$ cat src/rtl/control_sequencer.sv
// Multi-cycle Moore control unit for the 32-bit register/bus datapath: fetch, opcode decode,
// execute sequencing and a timed req/ack memory handshake that halts with a sticky fault.
module control_sequencer #(
    parameter int unsigned ACK_TIMEOUT = 15
) (
    input  logic        i_clk,
    input  logic        i_clr,
    input  logic [31:0] i_ir,
    input  logic        i_mem_ack,
    output logic [15:0] o_R_in,
    output logic [15:0] o_R_out,
    output logic        o_PCout,
    output logic        o_IncPC,
    output logic        o_MARin,
    output logic        o_MDRin,
    output logic        o_MDRread,
    output logic        o_MDRout,
    output logic        o_IRin,
    output logic        o_Yin,
    output logic        o_Zin,
    output logic        o_ZLowout,
    output logic        o_ZHighout,
    output logic        o_HIin,
    output logic        o_LOin,
    output logic        o_Cout,
    output logic [3:0]  o_ALUselect,
    output logic        o_mem_rd,
    output logic        o_mem_wr,
    output logic        o_run,
    output logic        o_fault,
    output logic        o_illegal
);
    localparam int unsigned CNT_W = 8;

    localparam logic [4:0] OP_LD   = 5'b00000;
    localparam logic [4:0] OP_ST   = 5'b00010;
    localparam logic [4:0] OP_ADD  = 5'b00011;
    localparam logic [4:0] OP_SUB  = 5'b00100;
    localparam logic [4:0] OP_AND  = 5'b00101;
    localparam logic [4:0] OP_OR   = 5'b00110;
    localparam logic [4:0] OP_ADDI = 5'b01000;
    localparam logic [4:0] OP_MUL  = 5'b01110;
    localparam logic [4:0] OP_DIV  = 5'b01111;
    localparam logic [4:0] OP_NOP  = 5'b11010;
    localparam logic [4:0] OP_HALT = 5'b11011;

    localparam logic [3:0] ALU_ADD = 4'b0000;
    localparam logic [3:0] ALU_SUB = 4'b0001;
    localparam logic [3:0] ALU_AND = 4'b0010;
    localparam logic [3:0] ALU_OR  = 4'b0011;
    localparam logic [3:0] ALU_MUL = 4'b0100;
    localparam logic [3:0] ALU_DIV = 4'b0101;

    typedef enum logic [3:0] {
        S_RST, S_T0, S_T1, S_T2, S_T3, S_T4, S_T5, S_T6, S_T7, S_HALT
    } state_t;

    state_t           r_state;
    logic [CNT_W-1:0] r_cnt;
    logic             r_fault;

    logic [4:0]  w_op;
    logic [15:0] w_ra_oh;
    logic [15:0] w_rb_oh;
    logic [15:0] w_rc_oh;
    logic        w_unused_ir;
    logic        w_is_rrr;
    logic        w_is_addi;
    logic        w_is_arith;
    logic        w_is_md;
    logic        w_is_ld;
    logic        w_is_st;
    logic        w_is_mem;
    logic        w_is_nop;
    logic        w_is_halt;
    logic        w_is_illegal;
    logic        w_wait;
    logic [3:0]  w_alu_sel;

    assign w_op        = i_ir[31:27];
    assign w_ra_oh     = 16'd1 << i_ir[26:23];
    assign w_rb_oh     = 16'd1 << i_ir[22:19];
    assign w_rc_oh     = 16'd1 << i_ir[18:15];
    assign w_unused_ir = ^i_ir[14:0];

    assign w_is_rrr     = (w_op == OP_ADD) || (w_op == OP_SUB) || (w_op == OP_AND) || (w_op == OP_OR);
    assign w_is_addi    = (w_op == OP_ADDI);
    assign w_is_arith   = w_is_rrr || w_is_addi;
    assign w_is_md      = (w_op == OP_MUL) || (w_op == OP_DIV);
    assign w_is_ld      = (w_op == OP_LD);
    assign w_is_st      = (w_op == OP_ST);
    assign w_is_mem     = w_is_ld || w_is_st;
    assign w_is_nop     = (w_op == OP_NOP);
    assign w_is_halt    = (w_op == OP_HALT);
    assign w_is_illegal = !(w_is_arith || w_is_md || w_is_mem || w_is_nop || w_is_halt);

    // Memory wait states: instruction fetch, load data read, store write.
    assign w_wait = (r_state == S_T1) || ((r_state == S_T6) && w_is_ld) ||
                    ((r_state == S_T7) && w_is_st);

    always_comb begin
        case (w_op)
            OP_SUB:  w_alu_sel = ALU_SUB;
            OP_AND:  w_alu_sel = ALU_AND;
            OP_OR:   w_alu_sel = ALU_OR;
            OP_MUL:  w_alu_sel = ALU_MUL;
            OP_DIV:  w_alu_sel = ALU_DIV;
            default: w_alu_sel = ALU_ADD;
        endcase
    end

    // State, ack timeout counter and sticky fault; an ack in the last counted cycle still wins.
    always_ff @(posedge i_clk or negedge i_clr) begin
        if (!i_clr) begin
            r_state <= S_RST;
            r_cnt   <= '0;
            r_fault <= 1'b0;
        end else if (w_wait && !i_mem_ack) begin
            if (r_cnt <= CNT_W'(1)) begin
                r_state <= S_HALT;
                r_fault <= 1'b1;
            end else begin
                r_cnt <= r_cnt - CNT_W'(1);
            end
        end else begin
            case (r_state)
                S_RST: r_state <= S_T0;
                S_T0: begin
                    r_state <= S_T1;
                    r_cnt   <= CNT_W'(ACK_TIMEOUT);
                end
                S_T1: r_state <= S_T2;
                S_T2: r_state <= S_T3;
                S_T3: begin
                    if (w_is_halt)                             r_state <= S_HALT;
                    else if (w_is_arith || w_is_md || w_is_mem) r_state <= S_T4;
                    else                                       r_state <= S_T0;
                end
                S_T4: r_state <= S_T5;
                S_T5: begin
                    if (w_is_md || w_is_mem) begin
                        r_state <= S_T6;
                        r_cnt   <= CNT_W'(ACK_TIMEOUT);
                    end else begin
                        r_state <= S_T0;
                    end
                end
                S_T6: begin
                    if (w_is_mem) begin
                        r_state <= S_T7;
                        r_cnt   <= CNT_W'(ACK_TIMEOUT);
                    end else begin
                        r_state <= S_T0;
                    end
                end
                S_T7:    r_state <= S_T0;
                S_HALT:  r_state <= S_HALT;
                default: r_state <= S_RST;
            endcase
        end
    end

    // Moore output decode from state and IR; reset state forces every strobe low at once.
    always_comb begin
        o_R_in      = '0;
        o_R_out     = '0;
        o_PCout     = 1'b0;
        o_IncPC     = 1'b0;
        o_MARin     = 1'b0;
        o_MDRin     = 1'b0;
        o_MDRread   = 1'b0;
        o_MDRout    = 1'b0;
        o_IRin      = 1'b0;
        o_Yin       = 1'b0;
        o_Zin       = 1'b0;
        o_ZLowout   = 1'b0;
        o_ZHighout  = 1'b0;
        o_HIin      = 1'b0;
        o_LOin      = 1'b0;
        o_Cout      = 1'b0;
        o_ALUselect = ALU_ADD;
        o_mem_rd    = 1'b0;
        o_mem_wr    = 1'b0;
        o_illegal   = 1'b0;
        case (r_state)
            S_T0: begin
                o_PCout = 1'b1;
                o_MARin = 1'b1;
                o_IncPC = 1'b1;
            end
            S_T1: begin
                o_mem_rd  = 1'b1;
                o_MDRread = 1'b1;
                o_MDRin   = 1'b1;
            end
            S_T2: begin
                o_MDRout = 1'b1;
                o_IRin   = 1'b1;
            end
            S_T3: begin
                if (w_is_md) begin
                    o_R_out = w_ra_oh;
                    o_Yin   = 1'b1;
                end else if (w_is_arith || w_is_mem) begin
                    o_R_out = w_rb_oh;
                    o_Yin   = 1'b1;
                end
                o_illegal = w_is_illegal;
            end
            S_T4: begin
                if (w_is_rrr || w_is_md) begin
                    o_R_out     = w_is_md ? w_rb_oh : w_rc_oh;
                    o_ALUselect = w_alu_sel;
                    o_Zin       = 1'b1;
                end else if (w_is_addi || w_is_mem) begin
                    o_Cout = 1'b1;
                    o_Zin  = 1'b1;
                end
            end
            S_T5: begin
                if (w_is_arith) begin
                    o_ZLowout = 1'b1;
                    o_R_in    = w_ra_oh;
                end else if (w_is_md) begin
                    o_ZLowout = 1'b1;
                    o_LOin    = 1'b1;
                end else if (w_is_mem) begin
                    o_ZLowout = 1'b1;
                    o_MARin   = 1'b1;
                end
            end
            S_T6: begin
                if (w_is_md) begin
                    o_ZHighout = 1'b1;
                    o_HIin     = 1'b1;
                end else if (w_is_ld) begin
                    o_mem_rd  = 1'b1;
                    o_MDRread = 1'b1;
                    o_MDRin   = 1'b1;
                end else if (w_is_st) begin
                    o_R_out = w_ra_oh;
                    o_MDRin = 1'b1;
                end
            end
            S_T7: begin
                if (w_is_ld) begin
                    o_MDRout = 1'b1;
                    o_R_in   = w_ra_oh;
                end else if (w_is_st) begin
                    o_mem_wr = 1'b1;
                end
            end
            default: ;
        endcase
    end

    assign o_run   = (r_state != S_RST) && (r_state != S_HALT);
    assign o_fault = r_fault;

endmodule

$ cat config.mk
export PLATFORM = sky130hd
export DESIGN_NAME = control_sequencer
export DESIGN_NICKNAME = d
export VERILOG_FILES = /design/src/rtl/control_sequencer.sv
export SDC_FILE = /design/constraint.sdc
export NUM_CORES = 1
export LEC_CHECK = 0
export CAP_MARGIN = 20
export CORE_MARGIN = 4
export CORE_UTILIZATION = 42
export CTS_CLUSTER_DIAMETER = 100
export DETAILED_ROUTE_END_ITERATION = 16
export PLACE_DENSITY = 0.79
export SYNTH_ARGS = -nofsm -noshare
export SYNTH_HDL_FRONTEND = slang
export SYNTH_SLANG_ARGS = --single-unit
$ cat constraint.sdc
create_clock -name i_clk -period 3.3 [get_ports i_clk]
set_clock_uncertainty 0.15 [all_clocks]
set_input_delay 0.66 -clock i_clk [delete_from_list [all_inputs] [get_ports i_clk]]
set_output_delay 0.66 -clock i_clk [all_outputs]
set_load 0.02 [all_outputs]
* Word level (Yosys, flattened, before mapping)
Cells that the tools add are included.
W data, S select, Z words.
** Operators by class
- Reductions and logical operators :: 29
- Add/subtract/negate cells :: 1
- Magnitude comparators :: 1
- Shift operators :: 3
- Multiplexer cells :: 58
- Equality and inequality tests :: 24
** Operator list (count)
- $mux W16 :: 9
- $pmux W16 S3 :: 1
- $shl A1 B4 Y16 const A :: 3
- $pmux W4 S9 :: 1
- $mux W8 :: 4
- $pmux W16 S2 :: 1
- $mux W1 :: 28
- $mux W4 :: 6
- $pmux W8 S3 :: 1
- $eq A4 B3 Y1 const B :: 4
- $logic_or A1 B1 Y1 :: 16
- $eq A5 B3 Y1 const B :: 3
- $eq A5 B4 Y1 const B :: 3
- $pmux W3 S5 :: 1
- $eq A5 B2 Y1 const B :: 2
- $eq A5 B5 Y1 const B :: 2
- $eq A4 B2 Y1 const B :: 2
- $eq A4 B4 Y1 const B :: 2
- $le A8 B1 Y1 const B :: 1
- $pmux W1 S2 :: 4
- $reduce_bool A4 Y1 :: 2
- $sub A8 B1 Y8 const B :: 1
- $mux W3 :: 2
- $logic_not A5 Y1 :: 1
- other kinds (12) :: 16
** Word-level totals
- Output and inout port bits :: 55
- Flip-flop bits (word level) :: 13

* Logic depth before layout (Yosys ltp)
- Depth after elaboration :: 11
- Gate-level depth with buffers :: 7
- Mapped depth without buffers :: 7

* Worst setup path after synthesis
No wires, ideal clock.
- Path type :: input-to-output
- Start :: in i_ir[31]
- End :: out o_ALUselect[0]
- Buffers on the path :: 0
- Data required time :: 2490 ps
- Arrival :: 2572 ps
- Stages :: 3
- Slack :: -82 ps
- Cells stage by stage :: or3b_2 -> or2_2 -> a2111oi_0
** Between the ends
- Word-level cells in the longest chain between the ends :: 7
- Elaborated cells on any way between the ends :: 14
- Classes of those cells :: eq/ne (6); mux (3); reduce/logical (5)
** Ends and longest elaborated chain
- start: declaration :: line 8 : input logic [31:0] i_ir,
- $eq A5 B2 Y1 / $eq A5 B3 Y1 (equally long branches) :: line 86, 102
- $logic_or A1 B1 Y1 (3 in series) :: line 86 : assign w_is_rrr = (w_op == OP_ADD) || (w_op == OP_SUB) || (w_op == OP_AND) || (w_op == OP_OR);
- $logic_or A1 B1 Y1 :: line 211 : if (w_is_rrr || w_is_md) begin
- $mux W4 * :: line 211
- $mux W4 * :: line 185 : case (r_state)
- end: declaration :: line 26 : output logic [3:0] o_ALUselect,
Every way passes the cells marked *; elsewhere a longest branch is shown, timed or not.

* Worst setup path after layout
- Start :: in i_ir[29]
- End :: out o_R_out[8]
** Between the ends
- Word-level cells in the longest chain between the ends :: 9
- Elaborated cells on any way between the ends :: 25
- Classes of those cells :: eq/ne (8); mux (8); reduce/logical (9)
** Ends and longest elaborated chain
- $eq A5 B2 Y1 / $eq A5 B3 Y1 (equally long branches) :: line 86
- $logic_or A1 B1 Y1 (3 in series) :: line 86
- $logic_or A1 B1 Y1 :: line 88 : assign w_is_arith = w_is_rrr || w_is_addi;
- $logic_or A1 B1 Y1 :: line 204 : end else if (w_is_arith || w_is_mem) begin
- $mux W16 :: line 204
- $mux W16 :: line 201 : if (w_is_md) begin
- $pmux W16 S3 * :: line 185
- end: declaration :: line 11 : output logic [15:0] o_R_out,
Marks and branches as above.

==> out/summary.md <==
## STA
* **number of setup violations in the final report** 0
* **smallest hold slack** 328.6 ps
* **part of the cycle the worst path needs** 0.9712
* **Fmax** 312.0 MHz
* **total count of max-transition violations in the final report** 0
* **worst max-slew margin expressed relative to the limit** 0.4172
* **worst path setup slack after routing** 95.09 ps
* **number of endpoints with negative hold slack in the final report** 0
* **unrepaired setup endpoints after global routing** false
* **Worst Max-Slew Pin Slew** 868.9 ps
* **Setup Total Neg Slack** 0 ps
* **final worst path period need** 3205 ps

## Setup path
* **delay of the slowest cell on the worst path** 400 ps
* **required arrival time at the worst endpoint** 2490 ps
* **worst flop-to-flop path startpoint** r_state[3]
* **reg2reg setup slack** 800 ps
* **Slowest cell on crit path** sky130_fd_sc_hd__a2111oi_4
* **data arrival time of the critical path** 2390 ps
* **maximum fanout encountered on the critical timing path** 6
* **critical path capture point type** primary output
* **critical path type** input port to primary output
* **number of cell instances on the worst register-to-register path** 7
* **Critical R2R Capture** r_cnt[2]
* **CP startpoint kind** input port
* **list of cells traversed by the critical path** buf_2 > nand3b_1 > a2111oi_4 > buf_4 > nand3b_1 > or3_1 > o211ai_1 > buf_4

## Clock tree
* **maximum level of the CTS H-tree** 1
* **post-CTS clock slew at the launch and capture registers of the worst setup and hold paths** 60 ps
* **clock root buffer** sky130_fd_sc_hd__clkbuf_8
* **Clock Tree Buf Depth** 2
* **clock tree from TritonCTS** done
* **Sinks on Clock Net** 13
* **post-cts hold buffer count** 0
* **clock latency on the worst-skew pair** 250 ps
* **clock buffer count from CTS** 3

## Power
* **worst ir drop on vdd** 333.9 uV
* **power density normalized to cell area** 379.7 mW/mm^2
* **Leak Pwr** 1.604 nW

## Logic synthesis
* **most instantiated flip-flop cell in the synthesis netlist** sky130_fd_sc_hd__dfrtp_1
* **post-synthesis instance area** 0.002142 sq mm
* **Synth Register Bits** 13
* **yosys warns** 0
* **Distinct cells, synth** 70
* **Mean Syn Cell Area** 6.932 sq um
* **share of flip-flops with an asynchronous set or reset after synthesis** 1.000
* **sequential fraction of the synthesis area** 0.1519
* **post-synthesis net count** 346
* **Post-synth EDFFs** 0
* **cell count after synthesis** 309

## Worst hold path
* **end point of the worst hold path** o_fault
* **cell count of the worst hold path** 1
* **Hold Path Origin** o_fault
* **class of the tightest hold or removal check** flip-flop to flip-flop

## Global routing
* **maximum number of pins on one net before global-route repair** 20
* **first-pass GRT wire length** 14060 microns
* **met2 capacity usage during global routing** 0.4663
* **met3 track utilization from global routing** 0.02935
* **Total Routing Usage GR** 0.2772
* **total grt overflow** 0
* **met1 Usage GRT** 0.3660
* **vias in the first global route** 2840
* **busiest layer in global routing** met2
* **antenna violations before repair** 0

## Placed design
* **Port Buffers** 73
* **post-placement setup slack** -810.7 ps
* **Cell Area, Placed** 0.003430 sq mm
* **final weighted congestion in routability-driven placement** 1.034
* **placed wire-length estimate** 6574 microns

## Finish
* **Layout Utilization** 0.7351
* **final std cell area, no fill** 0.003541 sq mm
* **layout cell share with drive strength beyond 1** 0.3624
* **growth of design area from synthesis to finish** 65.30%
* **Inserted Diodes** 0
* **total number of nets in the final design** 485

## Routing
* **drt wl/cell** 17.30 microns
* **TritonRoute pass-1 iters** 5
* **DRT antenna net count** 0
* **violation count after the first detailed-route iteration** 221
* **via count of the routed design** 3068
* **per-cell via count in the routed design** 5.969
* **wire length reported by the detailed router** 8891 microns
* **Post-route DRC** 0

## Outcome
* **outcome** completed

## Floorplan
* **FP Rows** 25
* **floorplan core area** 0.004817 sq mm
* **overall die height** 79.42 microns
* **Die W** 79.42 microns
* **number of top-level pins** 90
* **DIE AREA** 0.006307 sq mm
* **Starting Density** 0.4447

## Job
* **reported max-cap violation count** 0

-- area by class of cell --
| cell class | instances | area (sq um) |
|---|---|---|
| Multi-Input combinational cell | 264 | 1808 |
| Fill cell | 414 | 1276 |
| Timing Repair Buffer | 155 | 1237 |
| Sequential cell | 13 | 325.3 |
| Tap cell | 67 | 83.83 |
| Clock buffer | 4 | 45.04 |
| Inverter | 11 | 41.29 |
-- worst max-delay path by stage --
stage          slack, ps  cells past startpoint      from             end
2_1_floorplan        -80                      3  i_ir[31]  o_ALUselect[0]
6_report             100                      8  i_ir[29]      o_R_out[8]
3_3_place_gp        -770                      8  i_ir[31]      o_R_out[8]
5_1_grt               10                      7  i_ir[23]      o_R_out[5]
3_5_place_dp        -810                      8  i_ir[29]      o_R_in[13]
4_1_cts             0.02                      8  i_ir[31]  o_ALUselect[2]
-- power by group --
part	leakage, nW	switching [W]	internal (W)	total, W
Clock	0.0228	0.0000624	0.0000856	0.000148
Combinational	1.42	0.000550	0.000414	0.000964
Sequential	0.157	0.0000389	0.000194	0.000233
Total	1.60	0.000651	0.000693	0.00134
-- timing repair --
action	in CTS	in global routing
endpoints found under the setup margin	49	39
pin swaps	9	12
resized for setup	186	37
cloned	1	0
setup buffers	0	2
hold endpoints to repair	0	0
-- worst max-delay path: cells and delay by family --
family	cells	cell delay, ps
buffers and inverters	3	500
AND/OR/NAND/NOR	3	730
AO/OA/AOI/OAI	2	500
-- cell usage after synthesis, types with 4 or more instances --
cell type	instances	area (sq um)
sky130_fd_sc_hd__clkbuf_1	8	30.03
sky130_fd_sc_hd__a32oi_1	4	35.03
sky130_fd_sc_hd__nand3_1	12	60.06
sky130_fd_sc_hd__buf_4	6	45.04
sky130_fd_sc_hd__a21oi_1	12	60.06
sky130_fd_sc_hd__a31oi_1	15	93.84
sky130_fd_sc_hd__nor2b_1	9	56.30
sky130_fd_sc_hd__dfrtp_1	13	325.3
sky130_fd_sc_hd__a211oi_1	6	45.04
sky130_fd_sc_hd__o211ai_1	8	60.06
sky130_fd_sc_hd__nand3b_1	4	30.03
sky130_fd_sc_hd__nor2_1	39	146.4
sky130_fd_sc_hd__o31ai_1	4	30.03
sky130_fd_sc_hd__nand2b_1	9	56.30
sky130_fd_sc_hd__inv_1	11	41.29
sky130_fd_sc_hd__nand2_1	30	112.6
sky130_fd_sc_hd__nor3_1	15	75.07
sky130_fd_sc_hd__a2bb2oi_1	5	43.79
sky130_fd_sc_hd__o21ai_0	10	50.05
sky130_fd_sc_hd__and3_1	4	25.02
sky130_fd_sc_hd__or3_1	6	37.54
-- registers in the layout, indices dropped and copies added (netlist names) --
name and flops:
r_cnt 8, r_state 4, o_fault 1
-- placed cells by master (no fill, tap or decap), types with 4 or more instances in the layout --
master / n
sky130_fd_sc_hd__a211oi_1: 6
sky130_fd_sc_hd__a21oi_1: 9
sky130_fd_sc_hd__a2bb2oi_1: 5
sky130_fd_sc_hd__a31oi_1: 14
sky130_fd_sc_hd__a32oi_1: 4
sky130_fd_sc_hd__and3_1: 4
sky130_fd_sc_hd__buf_2: 21
sky130_fd_sc_hd__buf_4: 83
sky130_fd_sc_hd__buf_6: 7
sky130_fd_sc_hd__clkdlybuf4s50_1: 21
sky130_fd_sc_hd__dfrtp_1: 13
sky130_fd_sc_hd__dlygate4sd2_1: 11
sky130_fd_sc_hd__inv_1: 11
sky130_fd_sc_hd__nand2_1: 30
sky130_fd_sc_hd__nand2b_1: 9
sky130_fd_sc_hd__nand3_1: 12
sky130_fd_sc_hd__nand3b_1: 4
sky130_fd_sc_hd__nor2_1: 38
sky130_fd_sc_hd__nor2b_1: 9
sky130_fd_sc_hd__nor3_1: 8
sky130_fd_sc_hd__nor3_2: 5
sky130_fd_sc_hd__o211ai_1: 8
sky130_fd_sc_hd__o21ai_0: 5
sky130_fd_sc_hd__o31ai_1: 4
sky130_fd_sc_hd__or3_1: 5
-- logic make-up after synthesis --
| family | synth area share |
|---|---|
| muxes | 0.005257 |
| other | 0.001751 |
| and+or+nand+nor | 0.4165 |
| buffers and inverters | 0.08703 |
| AOI/OAI and AO/OA | 0.3096 |
| DFF | 0.1519 |
| adders and majority gates | 0.01168 |
| xor gates and xnor gates | 0.01636 |
-- per-stage QoR --
step,total power (W),instances
6_report,0.001344,514
3_5_place_dp,0.001148,507
2_1_floorplan,0.0008005,309
5_1_grt,0.001431,514
3_3_place_gp,0.001128,507
4_1_cts,0.001310,512
-- layer usage --
metal  vias up  share of wire  routed length (microns)
li1       1447              -                        -
met1      1431           0.43                     3791
met2       159           0.48                     4258
met3        31          0.067                      596
met4         0          0.027                      244
met5         -              0                        0
Power figures use the tool's default switching activity.
